### config.mk
export PLATFORM = sky130hd
export DESIGN_NAME = i2c_reg_ctrl
export DESIGN_NICKNAME = d
export VERILOG_FILES = /design/src/rtl/i2c_pkg.sv /design/src/rtl/i2c_reg_ctrl.sv
export SDC_FILE = /design/constraint.sdc
export NUM_CORES = 1
export LEC_CHECK = 0
export CAP_MARGIN = 20
export CORE_AREA = 2 2 55 57
export CTS_CLUSTER_DIAMETER = 50
export DETAILED_ROUTE_END_ITERATION = 6
export DIE_AREA = 0 0 57 59
export PLACE_DENSITY = 0.72
export SLEW_MARGIN = 10
export SYNTH_ARGS = -nofsm -noshare
export SYNTH_HDL_FRONTEND = slang
export SYNTH_SLANG_ARGS = --single-unit
### constraint.sdc
create_clock -name clk -period 2.2 [get_ports clk]
set_input_delay 0.44 -clock clk [delete_from_list [all_inputs] [get_ports clk]]
set_output_delay 0.44 -clock clk [all_outputs]
set_load 0.02 [all_outputs]
### src/rtl/i2c_pkg.sv
// i2c_pkg: types and defaults used by the I2C register controller and its
// register file.
//   state_t       controller FSM states (IDLE, PTR, WRITE, READ)
//   byte_t        8-bit data byte
//   I2C_NUM_REGS  default register-file depth
//   I2C_OOR_DATA  default read data returned for an out-of-range pointer
package i2c_pkg;

  typedef logic [7:0] byte_t;

  typedef enum logic [1:0] {
    IDLE  = 2'd0,
    PTR   = 2'd1,
    WRITE = 2'd2,
    READ  = 2'd3
  } state_t;

  localparam int    I2C_NUM_REGS = 16;
  localparam byte_t I2C_OOR_DATA = 8'hFF;

endpackage

### src/rtl/i2c_reg_ctrl.sv
// i2c_reg_ctrl: bridges an I2C slave peripheral's byte strobes to an external
// register file. First written byte after START sets the pointer; further
// written bytes go to consecutive registers. Reads stream registers starting
// at the current pointer. The pointer survives a repeated START.
// Ports:
//   clk, reset        clock, asynchronous active-high reset
//   start, rw         START/repeated START with address match; rw=1 read
//   byte_valid, rx    received byte strobe and data
//   tx_req            peripheral consumed tx, wants next byte
//   stop              STOP detected
//   tx                registered byte to transmit
//   reg_we/addr/wdata register-file write port
//   reg_rdata         combinational register-file read data at reg_addr
//   busy              FSM not idle
//   err               sticky out-of-range pointer flag, cleared on start
module i2c_reg_ctrl
  import i2c_pkg::*;
#(
  parameter int    NUM_REGS = I2C_NUM_REGS,
  parameter byte_t OOR_DATA = I2C_OOR_DATA,
  localparam int   AW = $clog2(NUM_REGS)
) (
  input  logic          clk,
  input  logic          reset,
  input  logic          start,
  input  logic          rw,
  input  logic          byte_valid,
  input  byte_t         rx,
  input  logic          tx_req,
  input  logic          stop,
  output byte_t         tx,
  output logic          reg_we,
  output logic [AW-1:0] reg_addr,
  output byte_t         reg_wdata,
  input  byte_t         reg_rdata,
  output logic          busy,
  output logic          err
);

  localparam byte_t LAST_IDX = byte_t'(NUM_REGS - 1);

  state_t r_state, w_next;
  byte_t  r_ptr;
  byte_t  r_tx;
  logic   r_err;

  logic   w_ptr_ok;
  logic   w_rx_oor;
  logic   w_wr_acc;
  logic   w_rd_adv;
  byte_t  w_ptr_inc;

  // Pointer is a full byte so out-of-range values are remembered; the
  // 32-bit compare keeps NUM_REGS=256 correct.
  assign w_ptr_ok  = ({24'd0, r_ptr} < NUM_REGS);
  assign w_rx_oor  = ({24'd0, rx} >= NUM_REGS);
  assign w_ptr_inc = (r_ptr == LAST_IDX) ? 8'd0 : r_ptr + 8'd1;

  // start overrides any coincident byte_valid/tx_req in the same cycle.
  assign w_wr_acc = (r_state == WRITE) && byte_valid && !start && w_ptr_ok;
  assign w_rd_adv = (r_state == READ) && tx_req && !start && !stop && w_ptr_ok;

  always_ff @(posedge clk or posedge reset) begin
    if (reset) r_state <= IDLE;
    else       r_state <= w_next;
  end

  always_comb begin
    w_next = r_state;
    if (start) begin
      w_next = rw ? READ : PTR;
    end else if (stop) begin
      w_next = IDLE;
    end else begin
      case (r_state)
        PTR:     if (byte_valid) w_next = WRITE;
        default: w_next = r_state;
      endcase
    end
  end

  always_ff @(posedge clk or posedge reset) begin
    if (reset) begin
      r_ptr <= '0;
      r_tx  <= '0;
      r_err <= 1'b0;
    end else begin
      if (start) begin
        r_err <= 1'b0;
      end else if (r_state == PTR && byte_valid) begin
        r_ptr <= rx;
        r_err <= w_rx_oor;
      end else if (w_wr_acc || w_rd_adv) begin
        r_ptr <= w_ptr_inc;
      end
      // tx tracks the pointer every READ cycle, so a pointer step shows up
      // one edge after it happens.
      if (r_state == READ)
        r_tx <= w_ptr_ok ? reg_rdata : OOR_DATA;
    end
  end

  assign tx        = r_tx;
  assign reg_we    = w_wr_acc;
  assign reg_addr  = r_ptr[AW-1:0];
  assign reg_wdata = rx;
  assign busy      = (r_state != IDLE);
  assign err       = r_err;

endmodule
======== Yosys cells after proc, flatten, opt, wreduce, memory -nomap -nowiden ========
Cells that the tools add are included.
word-level totals
  input bits .............................. 23
  output and inout bits ................... 23
  bits in latches ......................... 0
  bits in registers ....................... 19
  logic and storage cells ................. 41
  memory bits (read-only) ................. 0
  bits in writable memories ............... 0
  memories ................................ 0
operators by class
  mux-type cells .......................... 11
  shift-type cells ........................ 0
  $mul .................................... 0
  add/subtract/negate cells ............... 1
  reduce and logical (&&, ||, !) cells .... 18
  equality and inequality tests ........... 4
  div/mod/pow operators ................... 0
  bitwise gates (word level) .............. 1
  magnitude comparators ................... 2
operators with widths
  cell                                                                                  count
  8-bit 2-to-1 mux                                                                      4
  2-bit 2-to-1 mux                                                                      5
  8-bit by 1-bit adder with 8-bit output (second input constant)                        1
  8-bit by 4-bit == test with 1-bit output (second input constant)                      1
  8-bit by 5-bit greater-or-equal comparator with 1-bit output (second input constant)  1
  1-bit logical AND                                                                     8
  8-bit by 5-bit < comparator with 1-bit output (second input constant)                 1
  2-bit nonzero test                                                                    3
  3-bit nonzero test                                                                    2
  2-bit == test (second input constant)                                                 2
  2-bit AND reduction                                                                   2
  2-bit by 1-bit == test with 1-bit output (second input constant)                      1
  1-bit zero test                                                                       2
  1-bit 2-to-1 mux                                                                      2
  1-bit logical OR                                                                      1
  1-bit inverter                                                                        1

======== Depth between registers and ports, before layout ========
Gate-level depths: netlist of run 1.
  depth after elaboration ................. 8
  mapped depth ............................ 5
  gate-level depth less buffers ........... 5

======== Least setup slack after synthesis of run 1 ========
No wires, ideal clock.
  kind .................................... register -> register
  from .................................... register r_ptr[7]
  to ...................................... register r_ptr[0]
  period minus slack after synthesis ...... 1.753 ns
  path buffers ............................ 1
  path slack .............................. 0.447 ns
  cell stages (with the launch flop) ...... 6
  setup time .............................. 0.125 ns
  required time ........................... 2.075 ns
  data arrival time ....................... 1.628 ns
  cell sequence ........................... dfrtp_1 -> or4_4 -> buf_6 -> o21a_1 -> a22o_1 -> mux2_4
on the way
  word-level cells in the longest chain between the ends .. 5
  elaborated cells on any way between the ends .. 10
  classes of those cells .................. order compare: 1; eq/ne: 1; mux: 3; reduce/logical: 5
RTL lines
  item                                           RTL line                                text
  start: declaration                             i2c_reg_ctrl.sv:43                      byte_t r_ptr;
  start signal: assignment                       i2c_reg_ctrl.sv:91                      r_ptr <= rx;
  start signal: assignment                       i2c_reg_ctrl.sv:94                      r_ptr <= w_ptr_inc;
  8-bit by 5-bit < comparator with 1-bit output  i2c_reg_ctrl.sv:55                      assign w_ptr_ok = ({24'd0, r_ptr} < NUM_REGS);
  1-bit logical AND (on tied branches)           i2c_reg_ctrl.sv:60, i2c_reg_ctrl.sv:61
  1-bit logical OR                               i2c_reg_ctrl.sv:93                      end else if (w_wr_acc || w_rd_adv) begin
  2-bit nonzero test (no line)                   -
  2-bit AND reduction (no line)                  -
Several ways; a longest one is shown, not always the timed one. The select of a mux whose other input is x is not followed.
A chain may end at the register's enable or synchronous reset.

======== Final worst setup path of run 1 ========
  from .................................... register r_ptr[7]
  to ...................................... output port reg_we
on the way
  word-level cells in the longest chain between the ends .. 2
RTL lines
  item                                           RTL line            text
  8-bit by 5-bit < comparator with 1-bit output  i2c_reg_ctrl.sv:55
  1-bit logical AND                              i2c_reg_ctrl.sv:60  assign w_wr_acc = (r_state == WRITE) && byte_valid && !start && w_ptr_ok;
  end: declaration                               i2c_reg_ctrl.sv:32  output logic reg_we,
No other way between the ends.

==> flow_metrics.tcl, run 1 <==
set metrics [dict create \
    fp.dieW_um 57 \
    antenna_found_initial 0 \
    syn_nets 139 \
    fin_crit_sh_pct 95.73 \
    area_growth_pct 43.51 \
    required_ns 1.76 \
    fin_skew_ns 0.01336 \
    pwr-share-comb_pct 48.0 \
    min_path_type "flop to flop" \
    p_sw_share_pct 37.65 \
    max-vdd-ir-drop_uv 548.1 \
    core_um2 2710 \
    arrival_ns 1.67 \
    run_status "complete, no violations" \
    p_int_uw 879.3 \
    wirelength_mm 2.684 \
    cts_tree "done" \
    rr_startpoint "r_ptr[4]" \
    setup_viol 0 \
    p_switching_uw 530.9 \
    track_usage_pct 16.30 \
    path_cells "nor4_2 -> buf_4 -> and4b_1 -> clkdlybuf4s15_1" \
    tightestPinTransition_ns 0.7457 \
    endpoint_kind "primary output" \
    seq_power_share_pct 39.6 \
    synth_area_um2 1070 \
    hold_viol_final 0 \
    cts_buffers 3 \
    postSynth.asyncResetShare_pct 100.0 \
    cap_violations 0 \
    grt_pass1_vias 980 \
    yosysSeqAreaShare_pct 44.44 \
    syn-instance-count 115 \
    vias 974 \
    power.share.clock_pct 12.4 \
    fin_util_pct 56.65 \
    drt_iter0_markers 17 \
    worst_skew_pair.late_latency_ns 0.29 \
    fin_cells 186 \
    place_inst 182 \
    period_needed_ns 2.106 \
    drc 0 \
    dr.pass1.iters 4 \
    die_y_um 59 \
    gp_congestion 0.7888 \
    grt_first_pass_wirelength_mm 4.278 \
    hpwl_mm 2.069 \
    pin_count 46 \
    synth.distinct_cells 39 \
    slew_violations 0 \
    clock-root-buffer "clkbuf_4" \
    clkTransAtPathRegs_ns 0.12 \
    slowest_delay_ns 0.43 \
    critical_path.startpoint "r_ptr[7]" \
    cts.path.max_buffers 2 \
    routed_via_density 5.237 \
    cpMaxStageDelayCell "dfrtp_1" \
    worstPathBufferInverterCount 2 \
    avgSynthCellArea_um2 9.302 \
    synth-seq-cells 19 \
    final_antenna_net_count 0 \
    p_leak_uw 0.0006652 \
    ys.flop_type "dfrtp_1" \
    relSlewSlack_pct 50.23 \
    place.port_buffers 45 \
    htree_levels 1 \
    gr-total-overflow 0 \
    power_density_nw_per_um2 918.5 \
    dieArea_um2 3363 \
    synth_warnings 0 \
    worstSetupStartpointType "flop" \
    diodes 0 \
    nNetsFinal 180 \
    max_freq_mhz 474.8 \
    start_util_pct 39.47 \
    grt_max_degree 20 \
    drive_gt1_share_pct 13.55 \
    synth_edf_count 0 \
    hold_buffers 0 \
    critical_path_class "flop to primary output" \
    rows 19 \
    clock-sinks 19 \
    crit_path_max_fanout 3 \
    wl_per_cell_um 14.43 \
    holdWs_ns 0.4869 \
    cp_top_family "simple AND/OR/NAND/NOR gates" \
    min_from "tx[0]" \
]
-- final timing paths --
path                       slack [ns]  cells after the start          to
setup / recovery                 0.09                      4      reg_we
hold / removal                   0.49                      2       tx[0]
setup reg to reg                 0.32                      5    r_ptr[0]
hold reg to reg                  0.49                      2       tx[0]
max in group asynchronous        1.16                      2  r_state[0]
min in group asynchronous        0.56                      2       tx[3]
-- cells in the mapped netlist, types with 3 or more instances --
| cell | count | area share, % |
|---|---|---|
| a21oi_1 | 3 | 1.4 |
| buf_4 | 12 | 8.4 |
| clkbuf_1 | 3 | 1.1 |
| dfrtp_1 | 19 | 44 |
| inv_1 | 4 | 1.4 |
| nand2_1 | 16 | 5.6 |
| nand3_1 | 3 | 1.4 |
| nor2_1 | 10 | 3.5 |
| o21ai_0 | 9 | 4.2 |
-- through the flow --
step | instance area [um2] | setup slack (ns) | total power [uW] | TNS [ns]
2_1_floorplan | 1070 | 0.4470 | 992.0 | 0
3_3_place_gp | 1501 | -0.08856 | 1218 | -0.08856
3_5_place_dp | 1501 | -0.1315 | 1238 | -0.1315
4_1_cts | 1528 | 0.06768 | 1414 | 0
5_1_grt | 1535 | -0.01835 | 1506 | -0.01835
6_report | 1535 | 0.09396 | 1410 | 0
-- routing by layer --
metal  GRT usage [%]  routed length, um  share of wire, %  up-vias
met5               0                  0                 0        -
met4           5.648                 31               1.2        0
met3           3.057                172               6.4        4
met2           29.23               1265                47       41
met1           19.69               1214                45      452
li1                -                  -                 -      477
-- cells by family after synthesis --
| logic type | count (synthesis) | synth area share (%) |
|---|---|---|
| AO/OA/AOI/OAI | 31 | 20.24 |
| AND/OR/NAND/NOR | 41 | 19.30 |
| buffers and inverters | 21 | 12.40 |
| adder cells (fa/ha/maj) | 1 | 1.169 |
| flip-flops | 19 | 44.44 |
| multiplexers | 2 | 2.456 |
-- worst reg2reg max path: stages, from the launching register on --
cell and delay [ns]:
dfrtp_1 0.41, buf_4 0.15, or4_4 0.55, o21a_1 0.23, a22o_1 0.18, mux2_4 0.25
-- sequential cells by signal, indices dropped and copies added, names as in the netlist --
register and cells:
r_ptr 8, tx 8, r_state 2, err 1
-- area by class of cell --
cell class / instances / area (um2)
clock buffer: 3 / 22.52
clock inverter: 1 / 5.005
fill: 248 / 1175
inverter: 4 / 15.01
multi-input combinational: 75 / 467.9
sequential: 19 / 475.5
tap: 31 / 38.79
timing repair buffer: 53 / 510.5
-- cell usage in the layout, fill, tap and decap left out, drive strengths merged, types with 2 or more instances in the layout --
master,Yosys,routed
nor4,2,2
buf,14,8
mux2,2,2
a22o,2,2
nor2,10,10
o21ai,9,9
o31ai,2,2
a2bb2oi,2,2
nand2,16,16
dfrtp,19,19
a21oi,4,4
clkbuf,3,3
a21o,3,3
clkdlybuf4s50,0,44
nand3,3,3
nor3b,2,2
inv,4,4
-- power groups by stage --
stage          Combinational [uW]  Clock, uW  Sequential, uW
3_3_place_gp                  666          0             552
6_report                      677        174             559
2_1_floorplan                 397          0             595
5_1_grt                       735        196             575
3_5_place_dp                  680          0             557
4_1_cts                       684        180             551
-- repair_timing --
item | 4_1_cts | 5_1_grt
setup endpoints to repair | 1 | 1
setup buffers | 0 | 0
gates resized for setup | 1 | 2
Power figures use the tool's default switching activity.
==> run 2: changes to the inputs <==
--- a/config.mk
+++ b/config.mk
@@ -11,6 +11,7 @@
 export DETAILED_ROUTE_END_ITERATION = 6
 export DIE_AREA = 0 0 57 59
 export PLACE_DENSITY = 0.72
+export SKIP_CTS_REPAIR_TIMING = 1
 export SLEW_MARGIN = 10
 export SYNTH_ARGS = -nofsm -noshare
 export SYNTH_HDL_FRONTEND = slang
==> flow_metrics.tcl, run 2 (same netlist as run 1, synthesis figures left out) <==
set metrics [dict create \
    routed_via_density 5.237 \
    final_cell_mix "44 x clkdlybuf4s50_1, 19 x dfrtp_1, 16 x nand2_1, 10 x nor2_1, 9 x o21ai_0" \
    cts_tree "done" \
    max_freq_mhz 489.5 \
    rrSetupSlack_ns 0.32 \
    seqCellArea_um2 475.5 \
    grt_first_pass_wirelength_mm 4.250 \
    top_layer "met4" \
    critical_path.startpoint "rx[5]" \
    grt_pass1_vias 972 \
    core_um2 2710 \
    wl_per_cell_um 14.45 \
    die_y_um 59 \
    min_from "tx[0]" \
    clock-root-buffer "clkbuf_4" \
    p_leak_uw 0.0006826 \
    nNetsFinal 180 \
    start_util_pct 39.47 \
    drive_gt1_share_pct 13.55 \
    drc 0 \
    run_status "complete, no violations" \
    rows 19 \
    fin_util_pct 56.74 \
    wirelength_mm 2.687 \
    cts.path.max_buffers 2 \
    final_common_cell "clkdlybuf4s50_1" \
    clkTransAtPathRegs_ns 0.10 \
    diodes 0 \
    cpMaxStageDelayCell "clkdlybuf4s50_1" \
    worstSetupStartpointType "input pin" \
    r2r_end "r_ptr[0]" \
    pin_count 46 \
    required_ns 1.76 \
    track_usage_pct 16.21 \
    cp_common_cell "clkdlybuf4s50_1" \
    critPathCapture "reg_wdata[5]" \
    crit_path_max_fanout 3 \
    multi_input_area_um2 467.9 \
    fin_crit_sh_pct 92.87 \
    ff2ff_path_depth 5 \
    arrival_ns 1.60 \
    path_cells "clkdlybuf4s50_1 -> clkdlybuf4s50_1" \
    hold_viol_final 0 \
    worstSetupPathDepth 2 \
    grt_max_degree 20 \
    dr.pass1.iters 4 \
    gp_congestion 0.7888 \
    drt_iter0_markers 17 \
    tns_ns 0 \
    clock-sinks 19 \
    m1WireLength_mm 1.216 \
    hpwl_mm 2.069 \
    rr_startpoint "r_ptr[4]" \
    wl_met3_um 172 \
    period_needed_ns 2.043 \
    area_growth_pct 43.74 \
    nFillCells 248 \
    final_antenna_net_count 0 \
    relSlewSlack_pct 50.23 \
    htree_levels 1 \
    tightestPinTransition_ns 0.7457 \
    place.port_buffers 45 \
    setup_viol 0 \
    worst_skew_pair.late_latency_ns 0.29 \
    slew_violations 0 \
    fp.dieW_um 57 \
    gr-total-overflow 0 \
    slowest_delay_ns 0.63 \
    max-vdd-ir-drop_uv 548.1 \
    antenna_found_initial 0 \
    min_path_type "flop to flop" \
    cap_violations 0 \
    rsz0062_at_grt "false" \
    vias 974 \
    critical_path_class "input pin to primary output" \
    dieArea_um2 3363 \
    endpoint_kind "primary output" \
    cts_buffers 3 \
    worstPathBufferInverterCount 2 \
    dr_wl_met2_mm 1.266 \
    fin_skew_ns 0.01336 \
    power_density_nw_per_um2 917.1 \
    cp_top_family "buffers and inverters" \
]
## run 2: changes by cell type in the layout (fill, tap and decap cells not counted), sizes merged
cell           previous run  this run
clkdlybuf4s15             1         0
dlymetal6s2s              0         1
## run 2: power breakdown
| part | switching (uW) | total, uW | internal [uW] |
|---|---|---|---|
| clock | 107 | 174 | 67.5 |
| combinational | 321 | 677 | 356 |
| sequential | 103 | 559 | 456 |
## run 2: how the worst min path moves through the flow
| stage | end | slack [ns] | cells after the start |
|---|---|---|---|
| 2_1_floorplan | err | 0.39 | 1 |
| 3_3_place_gp | tx[0] | 0.46 | 2 |
| 3_5_place_dp | tx[2] | 0.47 | 2 |
| 4_1_cts | tx[0] | 0.50 | 2 |
| 5_1_grt | tx[1] | 0.53 | 2 |
| 6_report | tx[0] | 0.49 | 2 |
## run 2: through the flow
step	cell area (um2)	hold WS, ns	cells	total power (uW)	setup WS, ns
2_1_floorplan	1070	0.3911	115	992.0	0.4470
3_3_place_gp	1501	0.4615	182	1218	-0.08856
3_5_place_dp	1501	0.4707	182	1238	-0.1315
4_1_cts	1529	0.4969	186	1415	-0.2063
5_1_grt	1538	0.5340	186	1506	0.05189
6_report	1538	0.4869	186	1410	0.1569
## run 2: layout make-up
type / count / area share [%]
Timing Repair Buffer: 53 / 33.36
Multi-Input combinational cell: 75 / 30.43
Inverter: 4 / 0.9764
Tap cell: 31 / 2.522
Clock inverter: 1 / 0.3255
Clock buffer: 3 / 1.465
Sequential cell: 19 / 30.92
## run 2: layer usage
metal | track usage [%] | vias up
met4 | 5.648 | 0
met5 | 0 | -
met2 | 29.06 | 41
met3 | 3.057 | 4
met1 | 19.55 | 452
li1 | - | 477
